===== config.mk =====
export PLATFORM = sky130hd
export DESIGN_NAME = exec_flag_stage
export DESIGN_NICKNAME = d
export VERILOG_FILES = /design/src/rtl/exec_pkg.sv /design/src/rtl/cond_eval.sv /design/src/rtl/exec_flag_stage.sv
export SDC_FILE = /design/constraint.sdc
export NUM_CORES = 1
export LEC_CHECK = 0
export BUFFER_PORTS_ARGS = -buffer_cell sky130_fd_sc_hd__buf_2
export CAP_MARGIN = 20
export CORE_MARGIN = 10
export CORE_UTILIZATION = 48
export DETAILED_ROUTE_END_ITERATION = 10
export HOLD_SLACK_MARGIN = 0.05
export PLACE_DENSITY = 0.89
export REMOVE_ABC_BUFFERS = 1
export SLEW_MARGIN = 20
export SYNTH_ARGS = -nofsm -noshare
export SYNTH_HDL_FRONTEND = slang
export SYNTH_SLANG_ARGS = --single-unit

===== constraint.sdc =====
create_clock -name clk -period 2.8 [get_ports clk]
set_input_delay 0.84 -clock clk [delete_from_list [all_inputs] [get_ports clk]]
set_output_delay 0.84 -clock clk [all_outputs]
set_load 0.02 [all_outputs]

===== src/rtl/exec_pkg.sv =====
// Shared types for the execute-result stage: condition codes, ALU op encodings and the NZCV layout.
package exec_pkg;

    typedef enum logic [3:0] {
        COND_EQ = 4'd0,
        COND_NE = 4'd1,
        COND_CS = 4'd2,
        COND_CC = 4'd3,
        COND_MI = 4'd4,
        COND_PL = 4'd5,
        COND_VS = 4'd6,
        COND_VC = 4'd7,
        COND_HI = 4'd8,
        COND_LS = 4'd9,
        COND_GE = 4'd10,
        COND_LT = 4'd11,
        COND_GT = 4'd12,
        COND_LE = 4'd13,
        COND_AL = 4'd14,
        COND_NV = 4'd15
    } cond_e;

    localparam logic [1:0] ALU_ADD = 2'b00;
    localparam logic [1:0] ALU_SUB = 2'b01;
    localparam logic [1:0] ALU_AND = 2'b10;
    localparam logic [1:0] ALU_ROR = 2'b11;

    typedef struct packed {
        logic n;
        logic z;
        logic c;
        logic v;
    } nzcv_t;

endpackage


===== src/rtl/cond_eval.sv =====
// Combinational ARM-style condition check of a 4-bit code against {N,Z,C,V}.
module cond_eval
    import exec_pkg::*;
(
    input  logic [3:0] cond,
    input  logic [3:0] nzcv,
    output logic       pass
);

    nzcv_t f;

    always_comb begin
        f    = nzcv_t'(nzcv);
        pass = 1'b0;
        case (cond_e'(cond))
            COND_EQ: pass = f.z;
            COND_NE: pass = !f.z;
            COND_CS: pass = f.c;
            COND_CC: pass = !f.c;
            COND_MI: pass = f.n;
            COND_PL: pass = !f.n;
            COND_VS: pass = f.v;
            COND_VC: pass = !f.v;
            COND_HI: pass = f.c && !f.z;
            COND_LS: pass = !f.c || f.z;
            COND_GE: pass = (f.n == f.v);
            COND_LT: pass = (f.n != f.v);
            COND_GT: pass = !f.z && (f.n == f.v);
            COND_LE: pass = f.z || (f.n != f.v);
            COND_AL: pass = 1'b1;
            COND_NV: pass = 1'b0;
        endcase
    end

endmodule


===== src/rtl/exec_flag_stage.sv =====
// Execute-result stage: registers ALU output, owns NZCV, squashes condition-failing beats.
// Optional EXEC_STATS_EN adds saturating executed/squashed counters.
module exec_flag_stage
    import exec_pkg::*;
#(
    parameter int unsigned DATA_W = 32,
    parameter int unsigned RD_W   = 4,
    parameter int unsigned CNT_W  = 16
) (
    input  logic              clk,
    input  logic              rst_n,
    input  logic              in_valid,
    output logic              in_ready,
    input  logic [DATA_W-1:0] alu_result,
    input  logic [3:0]        alu_nzcv,
    input  logic [1:0]        alu_op,
    input  logic              set_flags,
    input  logic [3:0]        cond,
    input  logic [RD_W-1:0]   rd_in,
    input  logic              flag_load,
    input  logic [3:0]        flag_load_val,
    output logic              out_valid,
    input  logic              out_ready,
    output logic [DATA_W-1:0] out_result,
    output logic [RD_W-1:0]   out_rd,
    output logic              out_wr_en,
    output logic [3:0]        nzcv,
    output logic              carry_out
`ifdef EXEC_STATS_EN
    ,
    output logic [CNT_W-1:0]  exec_cnt,
    output logic [CNT_W-1:0]  squash_cnt
`endif
);

    logic              out_valid_q, out_valid_d;
    logic [DATA_W-1:0] out_result_q, out_result_d;
    logic [RD_W-1:0]   out_rd_q, out_rd_d;
    logic              out_wr_en_q, out_wr_en_d;
    nzcv_t             nzcv_q, nzcv_d;
    nzcv_t             alu_f;
    logic              pass;
    logic              accept;

    cond_eval u_cond_eval (
        .cond (cond),
        .nzcv (nzcv_q),
        .pass (pass)
    );

    assign in_ready = !out_valid_q || out_ready;
    assign accept   = in_valid && in_ready;

    always_comb begin
        out_valid_d  = out_valid_q;
        out_result_d = out_result_q;
        out_rd_d     = out_rd_q;
        out_wr_en_d  = out_wr_en_q;
        if (accept) begin
            out_valid_d  = 1'b1;
            out_result_d = alu_result;
            out_rd_d     = rd_in;
            out_wr_en_d  = pass;
        end else if (out_ready) begin
            out_valid_d = 1'b0;
        end
    end

    // AND leaves C and V alone; ROR produces a carry but leaves V alone.
    always_comb begin
        alu_f  = nzcv_t'(alu_nzcv);
        nzcv_d = nzcv_q;
        if (flag_load) begin
            nzcv_d = nzcv_t'(flag_load_val);
        end else if (accept && pass && set_flags) begin
            nzcv_d.n = alu_f.n;
            nzcv_d.z = alu_f.z;
            if (alu_op != ALU_AND) begin
                nzcv_d.c = alu_f.c;
            end
            if (alu_op == ALU_ADD || alu_op == ALU_SUB) begin
                nzcv_d.v = alu_f.v;
            end
        end
    end

    always_ff @(posedge clk or negedge rst_n) begin
        if (!rst_n) begin
            out_valid_q  <= 1'b0;
            out_result_q <= '0;
            out_rd_q     <= '0;
            out_wr_en_q  <= 1'b0;
            nzcv_q       <= '0;
        end else begin
            out_valid_q  <= out_valid_d;
            out_result_q <= out_result_d;
            out_rd_q     <= out_rd_d;
            out_wr_en_q  <= out_wr_en_d;
            nzcv_q       <= nzcv_d;
        end
    end

    assign out_valid  = out_valid_q;
    assign out_result = out_result_q;
    assign out_rd     = out_rd_q;
    assign out_wr_en  = out_wr_en_q;
    assign nzcv       = nzcv_q;
    assign carry_out  = nzcv_q.c;

`ifdef EXEC_STATS_EN
    logic [CNT_W-1:0] exec_cnt_q, exec_cnt_d;
    logic [CNT_W-1:0] squash_cnt_q, squash_cnt_d;

    always_comb begin
        exec_cnt_d   = exec_cnt_q;
        squash_cnt_d = squash_cnt_q;
        if (accept) begin
            if (pass && exec_cnt_q != '1) begin
                exec_cnt_d = exec_cnt_q + 1'b1;
            end
            if (!pass && squash_cnt_q != '1) begin
                squash_cnt_d = squash_cnt_q + 1'b1;
            end
        end
    end

    always_ff @(posedge clk or negedge rst_n) begin
        if (!rst_n) begin
            exec_cnt_q   <= '0;
            squash_cnt_q <= '0;
        end else begin
            exec_cnt_q   <= exec_cnt_d;
            squash_cnt_q <= squash_cnt_d;
        end
    end

    assign exec_cnt   = exec_cnt_q;
    assign squash_cnt = squash_cnt_q;
`else
    logic [CNT_W-1:0] unused_stats;
    assign unused_stats = '0;
`endif

endmodule


Word level (Yosys, flattened, before mapping)
Cells that the tools add are included.
W data, S select, Z words.
{"block": "op_classes", "multipliers": 0, "eq_ne": 19, "bitwise_logic": 0, "shifts": 0, "mux": 7, "div": 0, "addsub": 0, "n_reduce_logical": 22, "magnitude_cmp": 0}
{"operator": "$eq A4 B4 Y1 const B", "count": 8}
{"operator": "$eq A4 B3 Y1 const B", "count": 4}
{"operator": "$pmux W1 S16", "count": 1}
{"operator": "$eq A4 B2 Y1 const B", "count": 2}
{"operator": "$mux W4", "count": 2}
{"operator": "$reduce_bool A2 Y1", "count": 4}
{"operator": "$logic_and A1 B1 Y1", "count": 5}
{"operator": "$logic_not A1 Y1", "count": 5}
{"operator": "$eq A4 B1 Y1 const B", "count": 1}
{"operator": "$logic_not A4 Y1", "count": 1}
{"operator": "$logic_or A1 B1 Y1", "count": 4}
{"operator": "$mux W1", "count": 4}
{"operator": "$reduce_and A2 Y1", "count": 2}
{"operator": "$eq A2 B1 Y1 const B", "count": 1}
{"operator": "$logic_not A2 Y1", "count": 1}
{"operator": "$ne A2 B2 Y1 const B", "count": 1}
{"operator": "$eq A1 B1 Y1", "count": 1}
{"operator": "$ne A1 B1 Y1", "count": 1}
{"block": "totals", "word_cells": 56, "latch_bits": 0, "register_bits": 42, "out_inout_bits": 44, "ramBits": 0, "rom_bits": 0, "n_memories": 0}

Logic depth before layout (Yosys ltp)
Gate-level depths: netlist of the first run.
{"block": "depth", "depth_word": 7, "depth_mapped": 7, "mapped_depth_nobuf": 6}

Cells and area by module
Synthesis of the first run repeated with hierarchy kept, for this count alone.
{"block": "unflattened", "hier_cells": 129, "area_unflattened_um2": 1960.6}
{"mod": "exec_flag_stage", "seq_area_each_um2": 1051.0, "instances": 1, "cells_per_inst": 106, "area_per_inst_um2": 1805.5}
{"mod": "cond_eval", "seq_area_each_um2": 0.0, "instances": 1, "cells_per_inst": 23, "area_per_inst_um2": 155.1}

Worst setup path before layout of the first run
OpenSTA, ideal clock, no wires.
{"block": "synth_timing", "path_kind": "input to register", "startpoint": "in cond[2]", "endpoint": "reg nzcv_q (netlist bit carry_out)", "path_stages": 7, "setup_slack_ns": 0.666, "required_ns": 2.664, "setup_ns": 0.136, "path_buffers": 1, "arrival_ns": 1.998, "path_cell_list": "buf_6 -> mux2_4 -> a211oi_2 -> a211oi_2 -> o21bai_4 -> nor3_2 -> o311ai_2"}
{"block": "synth_between", "elab_chain_len": 6, "word_cells_on_any_way": 21, "classes_between": "15 x eq/ne; 1 x mux; 5 x reduce/logical"}
{"item": "from (decl)", "line": "exec_flag_stage.sv:18", "rtl": "input logic [3:0] cond,"}
{"item": "$eq A4 B4 Y1 (tied with other cells)", "line": "cond_eval.sv:15", "rtl": "case (cond_e'(cond))"}
{"item": "$pmux W1 S16 (*)", "line": "cond_eval.sv:15"}
{"item": "$logic_and A1 B1 Y1 (*) (2 in a row)", "line": "exec_flag_stage.sv:75", "rtl": "end else if (accept && pass && set_flags) begin"}
{"item": "$reduce_bool A2 Y1 (no line) (*)"}
{"item": "$reduce_and A2 Y1 (no line) (*)"}
{"item": "to (signal assigned)", "line": "exec_flag_stage.sv:99", "rtl": "nzcv_q <= nzcv_d;"}
{"item": "to (decl)", "line": "exec_flag_stage.sv:40", "rtl": "nzcv_t nzcv_q, nzcv_d;"}
Mark *: on every way between the ends. The rest lies on a longest branch, timed or not.
A chain may end at the register's enable or synchronous reset.

Final worst setup path of the first run
{"block": "layout_timing", "startpoint": "in out_ready", "endpoint": "out in_ready"}
{"block": "layout_between", "elab_chain_len": 1}
{"item": "from (decl)", "line": "exec_flag_stage.sv:23", "rtl": "input logic out_ready,"}
{"item": "$logic_or A1 B1 Y1", "line": "exec_flag_stage.sv:51", "rtl": "assign in_ready = !out_valid_q || out_ready;"}
{"item": "to (decl)", "line": "exec_flag_stage.sv:13", "rtl": "output logic in_ready,"}
Every way passes these cells.

==> reports/summary.txt, run 1 <==
biggest area consumer among synthesized cells: dfrtp_1
Final setup viols: 0
Critical Path End Type: primary output
largest net degree at the start of global routing: 43
P per Cell Area: 655 nW/um^2
max-cap violation count: 0
root buffer selected by CTS: clkbuf_8
top cells by area, synth: dfrtp_1 (56%), mux2_2 (22%), a211oi_2 (1.3%), nand3_1 (1.3%), buf_6 (1.2%)
RSZ-0062 raised after global routing: no
Unique masters post-synth: 32
CTS H-tree lvls: 2
core area: 3720 um^2
setup skew after layout: 0.00564 ns
IO buf count: 99
Netlist Area Pre-Place: 1870 um^2
Post-route DRC: 0
placer congestion estimate: 0.883
synthesized area per cell: 13.9 um^2
grt total ovfl: 0
worst min-delay path category: flop to flop
largest stage delay on the critical path: 0.17 ns
Worst-Skew Late Latency: 0.29 ns
Max VDD drop: 0.450 mV
Die ar.: 6780 um^2
Synth Flop Type: dfrtp_1
Synth warnings: 0
total CTS buffers: 5
status: complete, no violations
post_cts resized: 0
final hold vios: 0
post-CTS setup buffer count: 0
count leader, synth: dfrtp_1
Ports: 100
effective utilization at floorplan: 50.2%
DRT iter0 DRCs: 31
chip width: 82.3 um
Avg Vias per Cell: 5.01
fmax: 474 MHz
vias in the first global route: 1,546
Tmin final: 2.11 ns
Slew @ Worst Pin: 0.879 ns
Worst path most repeated cell: buf_2
final setup TNS: 0 ns
WL final: 4.71 mm
global-route wire length before repair: 7.33 mm
Tot GR Track Use: 14.1%
Critical Path Fanout Max: 3
number of routed nets with antenna violations: 0
part of the Yosys area used for sequential elements: 56.3%
Worst EP arrival: 1.27 ns
area growth from synthesis to layout: 33.8%
Synth Instances: 134
wire per inst: 16.6 um
TritonCTS Sinks: 42
Slew Viols, Final: 0
Vias: 1,422
relative slew slack: 41.4%
row count: 22
FF+latch count, synth: 42
post-DP HPWL: 3.86 mm
Worst EP required: 1.96 ns
Hold Slack: 0.500 ns
Critical-path top delay cell: buf_2
hold_buf cts: 0
Leak: 1.22 nW
Antenna Cells: 0
Cell Chain, Critical Path: buf_2 -> nand2b_1 -> buf_2
final worst-path cycle share: 75.3%
First-pass DRT Iterations: 4
# nets final: 291
die height: 82.3 um
Worst Setup Start Kind: primary input
Clock transition at path regs: 0.07 ns
Bufs on Longest Clock Path: 2
initial antenna violation count: 0
layout cells sized above 1: 65.7%
Commonest cells post-synth: dfrtp_1 (42), mux2_2 (36), nand3_1 (5)
post-synth top area share: 56.3%
CP Class: primary input to primary output
Post-synth ARST share: 100%
CTS tree: built
Post-synth EDFFs: 0
-- kinds of logic (layout without fill, tap and decap cells) --
kind of cell | Yosys count | in the layout | synth area share, %
AOI/OAI and AO/OA | 18 | 18 | 8.92
muxes | 38 | 38 | 23.1
DFF | 42 | 42 | 56.3
and+or+nand+nor | 24 | 24 | 7.44
xor gates and xnor gates | 2 | 2 | 0.939
buffers and inverters | 10 | 112 | 3.29
-- metrics by stage --
stage / setup WS [ns] / power [mW] / std cells / utilization [%] / instance area (um^2)
after floorplan: 0.0557 / 1.02 / 127 / - / 1820
after global placement: 0.561 / 1.19 / 276 / 64.2 / 2390
after detailed placement: 0.514 / 1.20 / 276 / 64.2 / 2390
after CTS: 0.693 / 1.65 / 284 / 67.2 / 2500
after global routing: 0.663 / 1.72 / 284 / 67.2 / 2500
final: 0.692 / 1.63 / 284 / 67.2 / 2500
-- worst max-delay path: cells and delay by family --
kind | cells | cell delay (ns)
buffers and inverters | 2 | 0.26
and+or+nand+nor | 1 | 0.16
-- state kept, by name (all words and copies together), names as in the netlist --
register and count:
carry_out 1, nzcv 3, out_rd 4, out_result 32, out_valid 1, out_wr_en 1
-- power by group --
group	switching (mW)	internal [mW]	total [mW]
combinational	0.253	0.193	0.446
sequential	0.0471	0.693	0.740
clock	0.200	0.249	0.449
total	0.500	1.13	1.63
-- worst paths after layout --
check | from | endpoint | slack (ns) | cells past startpoint
worst max-delay path | out_ready | in_ready | 0.69 | 3
max in group asynchronous | rst_n | out_result[6] | 1.59 | 1
worst min-delay path | out_result[6] | out_result[6] | 0.50 | 1
worst max register to register | nzcv[2] | carry_out | 1.11 | 6
min in group asynchronous | rst_n | out_result[25] | 0.67 | 1
worst min register to register | out_result[6] | out_result[6] | 0.50 | 1
-- cells in the final DEF, fill, tap and decap left out, types with 3 or more instances in the layout --
master / count
buf_2: 99
dfrtp_1: 42
o21ai_1: 3
nor3b_1: 3
nand3_1: 5
clkbuf_8: 8
inv_1: 3
nor2_1: 3
mux2_2: 36
nand2_1: 4
-- per-layer routing --
| layer | track usage [%] | share of wire (%) | wire, um |
|---|---|---|---|
| met1 | 13.2 | 34 | 1590 |
| met2 | 22.4 | 46 | 2170 |
| met3 | 11.9 | 19 | 907 |
| met4 | 5.10 | 0.76 | 36 |
| met5 | 0 | 0 | 0 |
-- layout make-up --
cell class	count	area, um^2
repair buffers	101	510
flip-flops and latches	42	1050
inverters	3	11.3
clock buffers	8	110
well taps	48	60.1
fillers	296	1220
multi-input cells	82	753
Note: power is estimated with default switching activity, not from simulation.
==> run 2, diff against run 1 <==
- CORE_UTILIZATION: 48 -> 44
- PLACE_DENSITY: 0.89 -> 0.83
- clock period: 2.8 -> 2.15 ns (I/O delays scaled with it)
==> run 2 against run 1 <==
Against the previous run: sequential power up 31%; non-clock buffer count increased by 1; global-route usage shrank 0.51 points; die area rose by 6.9%; utilization decreased by 5.5 points; final area increased by 0.30%; critical path depth is 4 higher; hold slack got worse by 0.19 ns; clock-buffer cell count shrank 2; largest cell class unchanged; largest power group unchanged; highest routed layer unchanged.
==> reports/summary.txt, run 2 (same netlist as run 1, synthesis figures left out) <==
Reg2Reg Launch Point: nzcv[2] (unchanged)
layout cells sized above 1: 65.8% (was 65.7%)
placed cells: 279 (was 276)
fin util: 61.7% (was 67.2%)
post_cts resized: 0 (unchanged)
commonest non-fill, non-tap cell in the layout: buf_2 (unchanged)
TritonCTS Sinks: 42 (unchanged)
number of cells in the finished layout apart from fillers: 287 (was 284)
die height: 85.1 um (was 82.3 um)
logic gate share of total power: 28.2% (was 27.3%)
Vias: 1,440 (was 1,422)
worst r2r path cells: 6 (unchanged)
P per Cell Area: 833 nW/um^2 (was 655 nW/um^2)
Critical Path End Type: flop (was primary output)
First-pass DRT Iterations: 4 (unchanged)
CP Class: primary input to flop (was primary input to primary output)
Tmin final: 1.79 ns
reg2reg end: carry_out (unchanged)
Worst Setup Start Kind: primary input (unchanged)
Critical-path top delay cell: mux2_4 (was buf_2)
final setup TNS: 0 ns (unchanged)
placer congestion estimate: 0.832 (was 0.883)
fillers: 339 (was 296)
final worst-path cycle share: 83.3%
post-DP HPWL: 4.16 mm (was 3.86 mm)
Top delay family on crit path: compound AO/OA/AOI/OAI gates (was buffers and inverters)
pre-CTS setup slack: 0.0540 ns (was 0.514 ns)
Max VDD drop: 0.587 mV (was 0.450 mV)
row count: 23 (was 22)
Cell Chain, Critical Path: buf_2 -> mux2_4 -> a211oi_2 -> a211oi_2 -> o21bai_4 -> nor3_2 -> o311ai_2 (was buf_2 -> nand2b_1 -> buf_2)
Leak: 1.22 nW (about the same)
vias in the first global route: 1,631 (was 1,546)
worst min-delay path category: primary input to asynchronous set/reset pin (was flop to flop)
Avg Vias per Cell: 5.02 (was 5.01)
effective utilization at floorplan: 46.0% (was 50.2%)
hold_buf cts: 0 (unchanged)
Final setup viols: 0 (unchanged)
Ports: 100 (unchanged)
Post-route DRC: 0 (unchanged)
Post-Layout Inst Area: 2500 um^2 (about the same)
Worst-Skew Late Latency: 0.29 ns (about the same)
switch share: 32.1% (was 30.6%)
chip width: 85.1 um (was 82.3 um)
Tot GR Track Use: 13.6% (was 14.1%)
relative slew slack: 66.9% (was 41.4%)
# nets final: 292 (was 291)
grt total ovfl: 0 (unchanged)
part of the power in registers: 46.4% (was 45.3%)
dpl cell area: 2410 um^2 (was 2390 um^2)
largest net degree at the start of global routing: 25 (was 43)
Internal: 1.42 mW (was 1.13 mW)
Bufs on Longest Clock Path: 2 (unchanged)
cell count along the critical path: 7 (was 3)
fmax: 558 MHz
IO buf count: 99 (unchanged)
Worst path most repeated cell: a211oi_2 (was buf_2)
root buffer selected by CTS: clkbuf_8 (unchanged)
number of routed nets with antenna violations: 0 (unchanged)
CTS tree: built (unchanged)
RSZ-0062 raised after global routing: no (unchanged)
largest stage delay on the critical path: 0.32 ns (was 0.17 ns)
global-route wire length before repair: 8.05 mm (was 7.33 mm)
Slew Viols, Final: 0 (unchanged)
Worst EP required: 2.31 ns (was 1.96 ns)
Antenna Cells: 0 (unchanged)
total CTS buffers: 5 (unchanged)
CTS H-tree lvls: 2 (unchanged)
initial antenna violation count: 0 (unchanged)
post-CTS setup buffer count: 0 (unchanged)
clock network power share: 25.4% (was 27.4%)
Critical Path Fanout Max: 8 (was 3)
Die ar.: 7240 um^2 (was 6780 um^2)
max reg flops: 32 (unchanged)
WL final: 5.05 mm (was 4.71 mm)
Hold Slack: 0.310 ns (was 0.500 ns)
core area: 4060 um^2 (was 3720 um^2)
Worst Setup EP: carry_out (was in_ready)
status: complete, no violations (unchanged)
final hold vios: 0 (unchanged)
most frequent cells in the layout: buf_2 (99), dfrtp_1 (42), mux2_2 (36) (unchanged)
total power: 2.09 mW (was 1.63 mW)
max-cap violation count: 0 (unchanged)
Slew @ Worst Pin: 0.497 ns (was 0.879 ns)
fin worst setup slack: 0.358 ns (was 0.692 ns)
area growth from synthesis to layout: 34.2% (was 33.8%)
Critical Path Source: cond[2] (was out_ready)
Sw Pwr: 0.670 mW (was 0.500 mW)
wire per inst: 17.6 um (was 16.6 um)
DRT iter0 DRCs: 16 (was 31)
Clock transition at path regs: 0.08 ns (was 0.07 ns)
CP Buf/Inv Count: 1 (was 2)
setup skew after layout: 0.00863 ns (was 0.00564 ns)
R2R Setup Slk: 0.46 ns (was 1.11 ns)
Worst EP arrival: 1.95 ns (was 1.27 ns)
-- run 2: cell type report --
| cell class | instances | area, um^2 | area share, % |
|---|---|---|---|
| inverters | 3 | 11.3 | 0.450 |
| flip-flops and latches | 42 | 1050 | 42.0 |
| clock buffers | 6 | 82.6 | 3.30 |
| well taps | 50 | 62.6 | 2.50 |
| clock inverters | 2 | 12.5 | 0.500 |
| multi-input cells | 82 | 753 | 30.1 |
| repair buffers | 102 | 531 | 21.2 |
-- run 2: power by group through the flow --
stage / Combinational, mW / Clock (mW) / Sequential, mW
floorplan: 0.199 / 0 / 1.12
global placement: 0.584 / 0 / 0.973
detailed placement: 0.599 / 0 / 0.983
CTS: 0.600 / 0.543 / 0.968
global route: 0.637 / 0.575 / 0.982
finish: 0.588 / 0.530 / 0.968
-- run 2: worst min path at each step --
stage / start / to / slack [ns] / cells past startpoint
after CTS: rst_n / nzcv[0] / 0.32 / 1
after global placement: out_result[8] / out_result[8] / 0.48 / 1
after floorplan: rst_n / carry_out / 0.35 / 0
after global routing: rst_n / nzcv[3] / 0.33 / 1
after detailed placement: out_result[19] / out_result[19] / 0.49 / 1
final: rst_n / nzcv[0] / 0.31 / 1
-- run 2: metal layers --
| layer | GRT usage (%) | vias to the layer above | routed length (um) |
|---|---|---|---|
| li1 | - | 678 | - |
| met1 | 13.1 | 685 | 1800 |
| met2 | 21.9 | 75 | 2380 |
| met3 | 10.3 | 2 | 848 |
| met4 | 4.94 | 0 | 15 |
| met5 | 0 | - | 0 |
